<file path="src/rtl/sha256_nonce_scheduler.sv">
// sha256_nonce_scheduler
// Sweeps nonces 0..NUM_NONCES-1 across NUM_CORES double-SHA256 cores.
// Each nonce goes to the lowest-index free core. The core's H0 result is
// captured when it finishes. Captured results are written to memory one
// word per cycle in round-robin order, at output_addr + nonce.
module sha256_nonce_scheduler #(
  parameter int NUM_CORES  = 4,
  parameter int NUM_NONCES = 16
) (
  input  logic                    clk,
  input  logic                    reset_n,
  input  logic                    start,
  input  logic [15:0]             output_addr,
  output logic                    done,
  output logic [NUM_CORES-1:0]    core_start,
  output logic [31:0]             core_nonce,
  input  logic [NUM_CORES-1:0]    core_done,
  input  logic [32*NUM_CORES-1:0] core_hash,
  output logic                    mem_we,
  output logic [15:0]             mem_addr,
  output logic [31:0]             mem_write_data
);

  localparam int NW = $clog2(NUM_NONCES + 1);
  localparam int PW = (NUM_CORES > 1) ? $clog2(NUM_CORES) : 1;

  typedef enum logic [1:0] {
    IDLE   = 2'd0,
    RUN    = 2'd1,
    FINISH = 2'd2
  } state_t;

  state_t               state_r, state_s;
  logic [NUM_CORES-1:0] busy_r, busy_s;
  logic [NUM_CORES-1:0] pending_r, pending_s;
  logic [NW-1:0]        next_nonce_r, next_nonce_s;
  logic [PW-1:0]        rr_ptr_r, rr_ptr_s;
  logic [NW-1:0]        tag_r [NUM_CORES];
  logic [NW-1:0]        tag_s [NUM_CORES];
  logic [31:0]          res_r [NUM_CORES];
  logic [31:0]          res_s [NUM_CORES];

  logic                 done_s;
  logic [NUM_CORES-1:0] core_start_s;
  logic [31:0]          core_nonce_s;
  logic                 mem_we_s;
  logic [15:0]          mem_addr_s;
  logic [31:0]          mem_write_data_s;

  logic                 disp_found_s;
  logic [PW-1:0]        disp_idx_s;
  logic                 grant_found_s;
  logic [PW-1:0]        grant_idx_s;

  // Next-state, dispatch / capture / writeback decisions and next output values
  always_comb begin
    state_s          = state_r;
    busy_s           = busy_r;
    pending_s        = pending_r;
    next_nonce_s     = next_nonce_r;
    rr_ptr_s         = rr_ptr_r;
    tag_s            = tag_r;
    res_s            = res_r;
    done_s           = 1'b0;
    core_start_s     = '0;
    core_nonce_s     = core_nonce;
    mem_we_s         = 1'b0;
    mem_addr_s       = mem_addr;
    mem_write_data_s = mem_write_data;
    disp_found_s     = 1'b0;
    disp_idx_s       = '0;
    grant_found_s    = 1'b0;
    grant_idx_s      = '0;

    // Lowest-index core that is neither running nor holding an unwritten result
    for (int i = 0; i < NUM_CORES; i++) begin
      if (!disp_found_s && !busy_r[i] && !pending_r[i]) begin
        disp_found_s = 1'b1;
        disp_idx_s   = PW'(i);
      end else begin
        disp_found_s = disp_found_s;
      end
    end

    // First pending core at or after the round-robin pointer, circularly
    for (int k = 0; k < NUM_CORES; k++) begin
      if (!grant_found_s && pending_r[PW'((int'(rr_ptr_r) + k) % NUM_CORES)]) begin
        grant_found_s = 1'b1;
        grant_idx_s   = PW'((int'(rr_ptr_r) + k) % NUM_CORES);
      end else begin
        grant_found_s = grant_found_s;
      end
    end

    case (state_r)
      IDLE: begin
        if (start) begin
          state_s      = RUN;
          next_nonce_s = '0;
          rr_ptr_s     = '0;
        end else begin
          state_s = IDLE;
        end
      end

      RUN: begin
        // Dispatch: a freed core only becomes eligible once its flags are clear
        if ((next_nonce_r < NW'(NUM_NONCES)) && disp_found_s) begin
          core_start_s[disp_idx_s] = 1'b1;
          core_nonce_s             = 32'(next_nonce_r);
          busy_s[disp_idx_s]       = 1'b1;
          tag_s[disp_idx_s]        = next_nonce_r;
          next_nonce_s             = next_nonce_r + NW'(1);
        end else begin
          next_nonce_s = next_nonce_r;
        end

        // Capture: completions from cores we did not launch are dropped
        for (int i = 0; i < NUM_CORES; i++) begin
          if (core_done[i] && busy_r[i]) begin
            res_s[i]     = core_hash[32*i +: 32];
            pending_s[i] = 1'b1;
            busy_s[i]    = 1'b0;
          end else begin
            pending_s[i] = pending_s[i];
          end
        end

        // Writeback uses the registered pending set, so capture-to-write is at least one cycle
        if (grant_found_s) begin
          mem_we_s               = 1'b1;
          mem_addr_s             = output_addr + 16'(tag_r[grant_idx_s]);
          mem_write_data_s       = res_r[grant_idx_s];
          pending_s[grant_idx_s] = 1'b0;
          rr_ptr_s               = PW'((int'(grant_idx_s) + 1) % NUM_CORES);
        end else begin
          mem_we_s = 1'b0;
        end

        // The sweep ends once every nonce is issued and nothing is left in flight
        if ((next_nonce_r == NW'(NUM_NONCES)) && (busy_r == '0) &&
            (pending_r == '0) && !grant_found_s) begin
          state_s = FINISH;
          done_s  = 1'b1;
        end else begin
          state_s = RUN;
        end
      end

      FINISH: begin
        state_s = IDLE;
      end

      default: begin
        state_s = IDLE;
      end
    endcase
  end

  // State, per-core bookkeeping and registered outputs, with synchronous reset
  always_ff @(posedge clk) begin
    if (!reset_n) begin
      state_r        <= IDLE;
      busy_r         <= '0;
      pending_r      <= '0;
      next_nonce_r   <= '0;
      rr_ptr_r       <= '0;
      for (int i = 0; i < NUM_CORES; i++) begin
        tag_r[i] <= '0;
        res_r[i] <= '0;
      end
      done           <= 1'b0;
      core_start     <= '0;
      core_nonce     <= '0;
      mem_we         <= 1'b0;
      mem_addr       <= '0;
      mem_write_data <= '0;
    end else begin
      state_r        <= state_s;
      busy_r         <= busy_s;
      pending_r      <= pending_s;
      next_nonce_r   <= next_nonce_s;
      rr_ptr_r       <= rr_ptr_s;
      tag_r          <= tag_s;
      res_r          <= res_s;
      done           <= done_s;
      core_start     <= core_start_s;
      core_nonce     <= core_nonce_s;
      mem_we         <= mem_we_s;
      mem_addr       <= mem_addr_s;
      mem_write_data <= mem_write_data_s;
    end
  end

endmodule

</file>
<file path="config.mk">
export PLATFORM = sky130hd
export DESIGN_NAME = sha256_nonce_scheduler
export DESIGN_NICKNAME = d
export VERILOG_FILES = /design/src/rtl/sha256_nonce_scheduler.sv
export SDC_FILE = /design/constraint.sdc
export NUM_CORES = 1
export LEC_CHECK = 0
export ABC_CLOCK_PERIOD_IN_PS = 3200
export BUFFER_PORTS_ARGS = -buffer_cell sky130_fd_sc_hd__buf_4
export CAP_MARGIN = 20
export CORE_ASPECT_RATIO = 1.75
export CORE_MARGIN = 8
export CORE_UTILIZATION = 45
export DETAILED_ROUTE_END_ITERATION = 10
export GPL_TIMING_DRIVEN = 0
export PLACE_DENSITY_LB_ADDON = 0.2
export SYNTH_ARGS = -nofsm -noshare
export SYNTH_HDL_FRONTEND = slang
export SYNTH_SLANG_ARGS = --single-unit
</file>
<file path="constraint.sdc">
create_clock -name clk -period 3.2 [get_ports clk]
set_input_delay 0.48 -clock clk [delete_from_list [all_inputs] [get_ports clk]]
set_output_delay 0.48 -clock clk [all_outputs]
set_load 0.005 [all_outputs]
</file>
==> qor.txt <==
Status: finished, final reports clean
P&R area growth vs syn: 29.74%
CP max FO: 5
Pin count of the biggest net entering global routing: 16
Final ANT Viol Nets: 0
Fin. Hold Viols: 0
Critical R2R Capture: mem_addr[8]
EDFF count, synth: 0
Die area: 26640 um^2
Rel. slew slack: 32.49%
CTS tree: yes
PD cells: 457.2 nW/um^2
Total GRT Usage: 23.25%
DRT Pass-1 Iters: 5
Critical path required time: 3.61 ns
Routed wire length: 32140 um
Max-Cap Viols: 0
Chip width: 126.9 um
Count of pins over their slew limit: 0
Final setup viols: 0
Num rows: 71
Yosys Warn Count: 0
Clock Power Share: 43.7%
Die Ht: 210.0 um
RSZ-0062 raised after global routing: false
Period utilisation layout: 95.13%
Global-route wire length before repair: 48890 um
Top_reg_cell synth: dfxtp_1
Syn avg cell area: 8.141 um^2
Min cycle time layout: 3.044 ns
Final Power: 5742 uW
Maximum vdd drop: 0.0004186 V
Least-Margin Pin Slew: 1.003 ns
Worst setup path endpoint: mem_addr[8]
Clock Latency Late Sink: 0.50 ns
CP Capture Type: flop
Flop2flop setup slack: 0.16 ns
# DRC: 0
Port Buf Inserts: 208
Mapped Area: 9679 um^2
Vias: 9182
GRT overflow: 0
Startpoint Class: flop
DRT iter0 DRCs: 689
Clock Path Buffers: 3
Fmax: 328.5 MHz
GP Congestion: 0.8795
Vias/cell: 5.320
Crit-path max cell delay: 0.51 ns
Initial Util: 45.40%
Post-DP HPWL: 24260 um
Core Area: 21320 um^2
Leakage: 0.004868 uW
Ys async rst share: 0%
Net Switching: 1307 uW
Layout cells sized above 1: 23.18%
Crit Reg-Reg Startpoint: pending_r[2]
Clk slew on worst S/H paths: 0.07 ns
Hold_ws: 0.2256 ns
N_diodes: 0
FF+latch count, synth: 224
Cell variety after synth: 56
Combinational share of power: 7.2%
Non-Filler Instances: 1726
Initial antenna violation count: 0
Register-to-Register Path Depth: 13
Flop pwr share: 49.2%
Net count, final: 1621
Post-synthesis sequential area ratio: 46.33%
Final Skew: 0.01592 ns
H-tree depth: 1
CTS buffer count: 21
Crit path DAT: 3.46 ns
CP Class: reg2reg
Root Driver: clkbuf_16
Setup_tns: 0 ns
Switching portion of total power: 22.77%
Crit path launch: pending_r[2]
Vias in the first global route: 9230
Tightest Hold Check Type: in2reg
Cells after DPL: 1679
Clk sink count: 224
Slowest cell on crit path: or4b_4
IO Pins: 237
Internal power: 4435 uW
Crit-path cells: nor2b_4, or4b_4, buf_6, nand2_8, mux2i_4, ha_4, inv_1, fa_2, nand2b_4, a21oi_4, o2111ai_1, xor2_1, a211oi_1
Synthesized instance count: 1189
Wire length per cell: 18.62 um
[flip-flops by register name, indices dropped and copies added, names as in the netlist, 2 cells and up]
signal / cells
res_r: 128
mem_write_data: 32
tag_r: 20
mem_addr: 16
core_nonce: 5
next_nonce_r: 5
busy_r: 4
core_start: 4
pending_r: 4
rr_ptr_r: 2
state_r: 2
[cell type report]
| type | instances | area, um^2 |
|---|---|---|
| plain buffers | 114 | 586.8 |
| repair buffers | 222 | 1670 |
| well taps | 255 | 319.1 |
| flip-flops and latches | 224 | 4499 |
| clock buffers | 31 | 623.1 |
| multi-input cells | 866 | 4767 |
| inverters | 9 | 36.28 |
| clock inverters | 5 | 56.30 |
| fillers | 2065 | 8762 |
[through the flow]
| step | utilization (%) | area [um^2] | worst slack [ns] |
|---|---|---|---|
| after detailed placement | 54.75 | 11670 | -0.4532 |
| final | 58.90 | 12560 | 0.1558 |
| after floorplan | - | 9781 | 0.02293 |
| after global placement | 54.69 | 11660 | -0.4653 |
| after CTS | 58.36 | 12440 | 0.003386 |
| after global routing | 58.90 | 12560 | 0.003582 |
[power by group through the flow]
stage	Clock (uW)	Sequential [uW]	Combinational, uW
finish	2510	2820	411
global route	2640	2820	441
CTS	2530	2820	406
detailed placement	0	2890	401
global placement	0	2890	397
floorplan	0	2890	166
[worst min-delay path by stage]
stage | from | end | slack [ns] | cells after the start
3_3_place_gp | tag_r[9] | tag_r[9] | 0.42 | 2
2_1_floorplan | tag_r[4] | tag_r[4] | 0.41 | 2
3_5_place_dp | tag_r[4] | tag_r[4] | 0.43 | 2
4_1_cts | core_hash[74] | res_r[42] | 0.22 | 3
5_1_grt | core_hash[64] | res_r[32] | 0.22 | 3
6_report | core_hash[64] | res_r[32] | 0.23 | 3
[critical path: cells and delay by family, from the launching register on]
kind,cells,cell delay [ns]
xor gates and xnor gates,1,0.16
DFF,1,0.36
adders and majority gates,2,0.54
buffers and inverters,2,0.19
muxes,1,0.25
and+or+nand+nor,4,0.90
AOI/OAI and AO/OA,3,0.55
[cell usage in the layout (no fill, tap or decap), drive strengths merged, types with 2 or more instances in the layout]
cell type,instances
a31oi,3
a211o,2
a21bo,30
dfxtp,224
xor2,10
buf,264
nor2,45
nor2b,6
nor4,3
and2,2
conb,27
o21bai,2
nor3b,2
nand3,49
ha,11
a211oi,6
nand4,5
and3,10
o41ai,2
mux2i,58
a21boi,2
nand2b,3
clkbuf,102
a21oi,158
o21ai,50
nor3,5
inv,8
nand2,321
clkinv,4
or3,2
o211ai,36
[synth_stat cells, drive strengths merged (11+ instances only)]
library cell	count	area share (%)
a21bo	30	3.1
a21oi	158	8.2
buf	44	3.1
clkbuf	72	2.8
dfxtp	224	46
ha	11	1.4
mux2i	58	6.0
nand2	321	13
nand3	49	2.5
nor2	45	1.8
o211ai	36	2.8
o21ai	50	2.6
[cells by family (layout without fill, tap and decap cells)]
kind of cell,count (synthesis),count (layout),synth area share (%)
buf+inv,125,381,6.295
other cells,1,27,0.03874
compound gates,299,299,18.77
simple gates,459,459,19.92
mux,59,59,6.114
flops,224,224,46.33
fa+ha+maj,12,12,1.629
xor+xnor,10,10,0.9048
[routing by layer]
layer	global-route usage [%]	wire length (um)	part of all wire, %	vias up
met1	24.33	11960	37	4290
met5	0	0	0	-
met3	4.175	1808	5.6	75
met4	10.76	1345	4.2	0
met2	43.72	17030	53	308
li1	-	-	-	4509
[repair_timing]
| action | in CTS | in global routing |
|---|---|---|
| setup endpoints to repair | 12 | 12 |
| pin swaps | 3 | 7 |
| resized for setup | 20 | 17 |
| setup buffers | 5 | 8 |
| hold buffers | 0 | 0 |
No activity file was read; power rests on OpenSTA's default activity.
